`config.mk`:
```
export PLATFORM = sky130hd
export DESIGN_NAME = mul_seq_nb
export DESIGN_NICKNAME = d
export VERILOG_FILES = /design/src/rtl/mul_seq_nb.sv
export SDC_FILE = /design/constraint.sdc
export NUM_CORES = 1
export LEC_CHECK = 0
export ABC_AREA = 1
export ABC_CLOCK_PERIOD_IN_PS = 6200
export BUFFER_PORTS_ARGS = -buffer_cell sky130_fd_sc_hd__buf_2
export CORE_ASPECT_RATIO = 1.75
export CORE_MARGIN = 1
export CORE_UTILIZATION = 30
export DETAILED_ROUTE_END_ITERATION = 12
export SYNTH_ARGS = -nofsm -noshare
export SYNTH_HDL_FRONTEND = slang
export SYNTH_SLANG_ARGS = --single-unit
```
`constraint.sdc`:
```
create_clock -name clk -period 6.2 [get_ports clk]
set_clock_uncertainty 0.2 [all_clocks]
set_input_delay 1.24 -clock clk [delete_from_list [all_inputs] [get_ports clk]]
set_output_delay 1.24 -clock clk [all_outputs]
set_load 0.02 [all_outputs]
```
`src/rtl/mul_seq_nb.sv`:
```
// Sequential shift-add multiplier: WIDTH-cycle latency, signed or unsigned per operation.
// Signed operands are reduced to magnitudes and the sign is reapplied when the result is written.
module mul_seq_nb #(
    parameter int WIDTH = 8
) (
    input  logic                 clk,
    input  logic                 rst,
    input  logic                 start,
    input  logic                 signed_mode,
    input  logic [WIDTH-1:0]     x,
    input  logic [WIDTH-1:0]     y,
    output logic                 busy,
    output logic                 done,
    output logic [2*WIDTH-1:0]   out
);

    localparam int PW = 2 * WIDTH;
    localparam int CW = $clog2(WIDTH);

    typedef enum logic [1:0] {
        IDLE = 2'd0,
        RUN  = 2'd1,
        DONE = 2'd2
    } state_t;

    // Handshake: start is taken on a rising edge while not busy (IDLE or DONE);
    // busy is high for exactly WIDTH cycles after acceptance, then done pulses
    // for one cycle with the new out. start seen during busy is dropped.
    state_t state_q;
    state_t state_d;

    logic [WIDTH-1:0] mcand_q;
    logic [WIDTH-1:0] mplier_q;
    logic             neg_q;
    logic [PW-1:0]    acc_q;
    logic [CW-1:0]    cnt_q;

    logic             accept;
    logic             step;
    logic             last_bit;
    logic [PW-1:0]    addend;
    logic [PW-1:0]    acc_sum;
    logic [WIDTH-1:0] x_mag;
    logic [WIDTH-1:0] y_mag;
    logic             neg_d;

    always_ff @(posedge clk) begin
        if (rst) begin
            state_q <= IDLE;
        end else begin
            state_q <= state_d;
        end
    end

    always_comb begin
        state_d = state_q;
        case (state_q)
            IDLE:    if (start) state_d = RUN;
            RUN:     if (last_bit) state_d = DONE;
            DONE:    state_d = start ? RUN : IDLE;
            default: state_d = IDLE;
        endcase
    end

    always_comb begin
        accept   = start && ((state_q == IDLE) || (state_q == DONE));
        step     = (state_q == RUN);
        last_bit = step && (cnt_q == CW'(WIDTH - 1));
        addend   = '0;
        if (mplier_q[cnt_q]) begin
            addend = {{WIDTH{1'b0}}, mcand_q} << cnt_q;
        end
        acc_sum  = acc_q + addend;
        // The most negative value maps onto itself, which is its correct unsigned magnitude.
        x_mag    = (signed_mode && x[WIDTH-1]) ? (~x + 1'b1) : x;
        y_mag    = (signed_mode && y[WIDTH-1]) ? (~y + 1'b1) : y;
        neg_d    = signed_mode && (x[WIDTH-1] ^ y[WIDTH-1]);
    end

    always_ff @(posedge clk) begin
        if (rst) begin
            mcand_q  <= '0;
            mplier_q <= '0;
            neg_q    <= 1'b0;
            acc_q    <= '0;
            cnt_q    <= '0;
            out      <= '0;
        end else if (accept) begin
            mcand_q  <= x_mag;
            mplier_q <= y_mag;
            neg_q    <= neg_d;
            acc_q    <= '0;
            cnt_q    <= '0;
        end else if (step) begin
            acc_q <= acc_sum;
            cnt_q <= cnt_q + 1'b1;
            if (last_bit) begin
                out <= neg_q ? (~acc_sum + 1'b1) : acc_sum;
            end
        end
    end

    always_ff @(posedge clk) begin
        if (rst) begin
            busy <= 1'b0;
            done <= 1'b0;
        end else begin
            busy <= (state_d == RUN);
            done <= (state_d == DONE);
        end
    end

endmodule

```
After elaboration in Yosys (flattened, before gate mapping). Cells that the tools add are included.

Bits in registers: 56. Bits in writable memories: 0. Output and inout port bits: 18. Memory bits (read-only): 0. Input bits: 20. Bits in latches: 0. Memories kept: 0.

Div/mod/pow operators: 0. Reductions and logical operators: 9. Muxes and demuxes: 10. $mul: 0. Shift operators: 1. Equal/unequal tests: 5. Bitwise logic cells: 5. Add/sub/neg operators: 5. Magnitude comparators: 1.

Operators by type and width (count): $mux W16 (2); $add A16 B1 Y16 const B (1); $add A16 B16 Y16 (1); $add A8 B1 Y8 const B (2); $mux W8 (2); $not A16 Y16 (1); $not A8 Y8 (2); $shl A8 B3 Y16 (1); $pmux W2 S3 (1); $logic_and A1 B1 Y1 (5); $eq A2 B1 Y1 const B (2); $eq A2 B2 Y1 const B (2); $lt A3 B4 Y1 const B (1); $mux W2 (2); $add A3 B1 Y3 const B (1); $bmux W1 S3 (1); $eq A3 B3 Y1 const B (1); $reduce_and A3 Y1 (1); $logic_not A2 Y1 (1); $mux W1 (2); $reduce_or A2 Y1 (1); $logic_or A1 B1 Y1 (1); $not A1 Y1 (1); $xor A1 B1 Y1 (1).

Longest topological paths before layout.
Depth in word-level cells: 7. Depth in mapped cells: 26.

Worst setup path after synthesis. Ideal clock, no wire load.

Path type: reg-to-reg. From: register cnt_q[0]. To: register out[14]. Data arrival time: 2821 ps. Setup slack: 3062 ps. Setup time: 117 ps. Required time: 5883 ps. Path buffers: 1. Cell stages (with the launch flop): 21. Path through: dfxtp_1 > clkbuf_1 > o21ai_0 > nand2_1 > nand2_1 > nor3_1 > ha_1 > fa_1 > inv_1 > ha_1 > inv_1 > a21oi_1 > nand3_1 > nor2_1 > nand2_2 > nor2_2 > nand3_2 > nand2_2 > a21oi_1 > nor2_1 > nor2_1.

Word-level cells in the longest chain between the ends: 7. Elaborated cells between the ends (all ways): 11. Classes of those cells: add/sub (2); eq/ne (1); shift (1); mux (4); bitwise (1); reduce/logical (2).

RTL lines: start: declaration (RTL line 36) `logic [CW-1:0] cnt_q;`; start signal: assignment (RTL line 96) `cnt_q <= cnt_q + 1'b1;`; $bmux W1 S3 (RTL line 70) `if (mplier_q[cnt_q]) begin`; $mux W1 (not written as such) (RTL line 70); $mux W16 * (RTL line 70); $add A16 B16 Y16 * (RTL line 73) `acc_sum = acc_q + addend;`; via acc_sum[1] (RTL line 42) `logic [PW-1:0] acc_sum;`; $not A16 Y16 * (RTL line 98) `out <= neg_q ? (~acc_sum + 1'b1) : acc_sum;`; $add A16 B1 Y16 * (RTL line 98); $mux W16 * (RTL line 98); end signal: assignment (RTL line 98); end: declaration (RTL line 14) `output logic [2*WIDTH-1:0] out`.

Mark *: on every way through the listed nets, which the timed path passes. The rest lies on a longest branch. The select of a mux whose other input is x is not followed. A chain may end at the register's enable or synchronous reset.

Worst setup path after layout.
From: register cnt_q[0]. To: register out[10].

Same word-level chain as after synthesis.

==> results.md <==
* Gate Count Post-Synth at 655
* Routability-driven placement congestion ratio at 0.8390
* Post-synth EDFFs at 0
* IR drop worst, VDD at 163.6 µV
* Tot GR Track Use at 16.83%
* DRT Pass-1 Iters at 4
* Worst Path Max Fanout at 22
* Vias in the first global route at 3,965
* Grt total ovfl at 0
* Max-Cap Viols at 0
* Dpl cell area at 4400 µm²
* Critical Path AT at 3810 ps
* Required @ worst endpoint at 6200 ps
* Total CTS buffers at 5
* Layout cells sized above 1 at 11.99%
* Clock Latency Late Sink at 300 ps
* Layout Nets at 724
* Unique masters post-synth at 43
* RSZ-0062 raised after global routing: false
* Most used DFF post-synth: dfxtp_1
* Commonest non-fill, non-tap cell in the layout: nand2_1
* Die ar. at 14,040 µm²
* HP Class: reg2reg
* I/O Buffers at 37
* Crit path time final at 3803 ps
* Synthesized net count at 696
* Initial drt markers at 229
* Post-cts resize count at 0
* Clk sink count at 56
* WL final at 11,260 µm
* Total power at 0.9279 mW
* Cell area after synthesis at 4065 µm²
* Max Clock Freq at 262.9 MHz
* R2R setup slack at 2400 ps
* Rel. slew slack at 34.62%
* Via count at 4,034
* DR WL/cell at 13.17 µm
* Core Area at 13,080 µm²
* Sequential area share after synthesis at 27.58%
* Final Max Slew Viols at 0
* Slowest stage delay, CP at 700 ps
* FF+latch count, synth at 56
* I/O Pins at 38
* Status: complete, no violations
* Final setup violation count at 0
* Layout area overhead at 11.88%
* Clock Pin Slew Worst Setup and Hold Paths at 80 ps
* Final hold violations at 0
* First-pass GRT wire length at 18,510 µm
* CP max stage cell: dfxtp_1
* Yosys warning total at 0
* Final Cell Area at 4548 µm²
* Initial antenna violation count at 0
* Antenna diode count at 0
* Largest net degree at the start of global routing at 31
* Vias/cell at 4.718
* Critical path class: reg2reg
* Root Driver: clkbuf_16
* Post-DRT Antenna Nets at 0
* Worst-margin pin slew at 979.7 ps
* Die width at 90.00 µm
* HPWL Detailed at 9117 µm
* Max clock buf depth at 2
* Chip Height at 156.0 µm
* Post-synth top area share at 27.58%
* CTS tree: yes
* Row count at 55
* Most frequent cells in the layout: 160 x nand2_1, 114 x inv_1, 57 x o21ai_0, 56 x dfxtp_1, 55 x nor2_1
* Ys async rst share at 0%
* Mean Syn Cell Area at 6.206 µm²
* H-tree depth at 2
* Most area-consuming cells after synthesis: dfxtp_1 28%, nand2_1 15%, inv_1 11%
* Setup_tns at 0 ps
* Hold buffers post-CTS at 0
* Initial Util at 31.09%
* Power density cells at 204.0 nW/µm²
* Post-CTS Setup Repair Bufs at 0
* Cells along the critical path: inv_1, a21oi_1, o21ai_0, nand2_1, nand2_1, nor3_1, ha_1, fa_1, inv_1, ha_1, inv_1, a21oi_1, nand3_1, nor2_1, nand2_2, o21ai_2, nand2_1, nand2_1, nand3_1, o211ai_1, inv_1
* Final period util at 61.34%
* Critical Path Sink Type: flip-flop
* Static Leak at 2.339 nW
* DRC at 0
* Crit start category: flip-flop
* Post-synth top area cell: dfxtp_1
-- synthesized netlist by cell type (3+ instances only) --
cell,instances
nand2_2,15
nor2_2,5
nor2_1,57
nor3_1,10
a21oi_1,30
o21ai_1,3
o21ai_0,57
clkbuf_1,13
nand4_1,6
nand3_2,5
nand2_1,160
nand3_1,35
inv_1,114
inv_2,4
o211ai_1,16
o22ai_1,5
xor2_1,7
dfxtp_1,56
nand3b_1,4
a31oi_1,3
ha_1,20
-- worst max-delay path, delay by kind of cell (launching register included) --
| family | cells | cell delay [ps] |
|---|---|---|
| AO/OA/AOI/OAI | 5 | 660 |
| flip-flops | 1 | 700 |
| buffers and inverters | 4 | 430 |
| AND/OR/NAND/NOR | 9 | 850 |
| adder cells (fa/ha/maj) | 3 | 880 |
-- metrics by stage --
step | setup slack (ps) | hold slack (ps) | std cells | utilization, %
finish | 2397 | 260.8 | 855 | 34.78
global route | 1915 | 282.5 | 855 | 34.78
CTS | 2395 | 262.5 | 855 | 34.78
detailed placement | 2393 | 243.4 | 847 | 33.66
global placement | 2450 | 242.5 | 847 | 33.66
floorplan | 3062 | 223.0 | 655 | -
-- where the power goes --
group	total [mW]	leakage [nW]	switching, mW	internal, mW
registers	0.397	0.457	0.0181	0.379
logic	0.234	1.81	0.158	0.0767
clock network	0.296	0.0742	0.144	0.152
-- registers in the layout, indices dropped and copies added, names as in the netlist --
register,cells
mplier_q,8
cnt_q,3
state_q,2
out,16
done,1
acc_q,16
mcand_q,8
busy,1
neg_q,1
-- cells by family (layout without fill, tap and decap cells) --
| group | Yosys count | in the layout | synth area share [%] |
|---|---|---|---|
| fa+ha+maj | 21 | 21 | 6.648 |
| mux | 1 | 1 | 0.2462 |
| buf+inv | 138 | 167 | 13.14 |
| simple gates | 304 | 304 | 32.78 |
| flops | 56 | 56 | 27.58 |
| compound gates | 126 | 126 | 17.67 |
| xor+xnor | 9 | 9 | 1.939 |
-- final timing paths --
kind	start	endpoint	cells past startpoint
min	mplier_q[0]	mplier_q[0]	2
max reg2reg	cnt_q[0]	out[10]	21
max	cnt_q[0]	out[10]	21
min reg2reg	mplier_q[0]	mplier_q[0]	2
-- layer usage --
layer / share of wire, % / vias up / global-route usage [%]
met3: 2.0 / 22 / 1.608
met2: 57 / 59 / 36.04
met5: 0 / - / 0
met4: 4.8 / 0 / 9.677
met1: 36 / 1802 / 14.69
li1: - / 2151 / -
-- area by class of cell --
type	instances	area, µm²
fill	1458	8527
clock buffer	5	125.1
inverter	120	450.4
clock inverter	3	22.52
multi-input combinational	461	2415
timing repair buffer	39	200.2
tap	171	214.0
sequential	56	1121
Note: power is estimated with default switching activity, not from simulation.
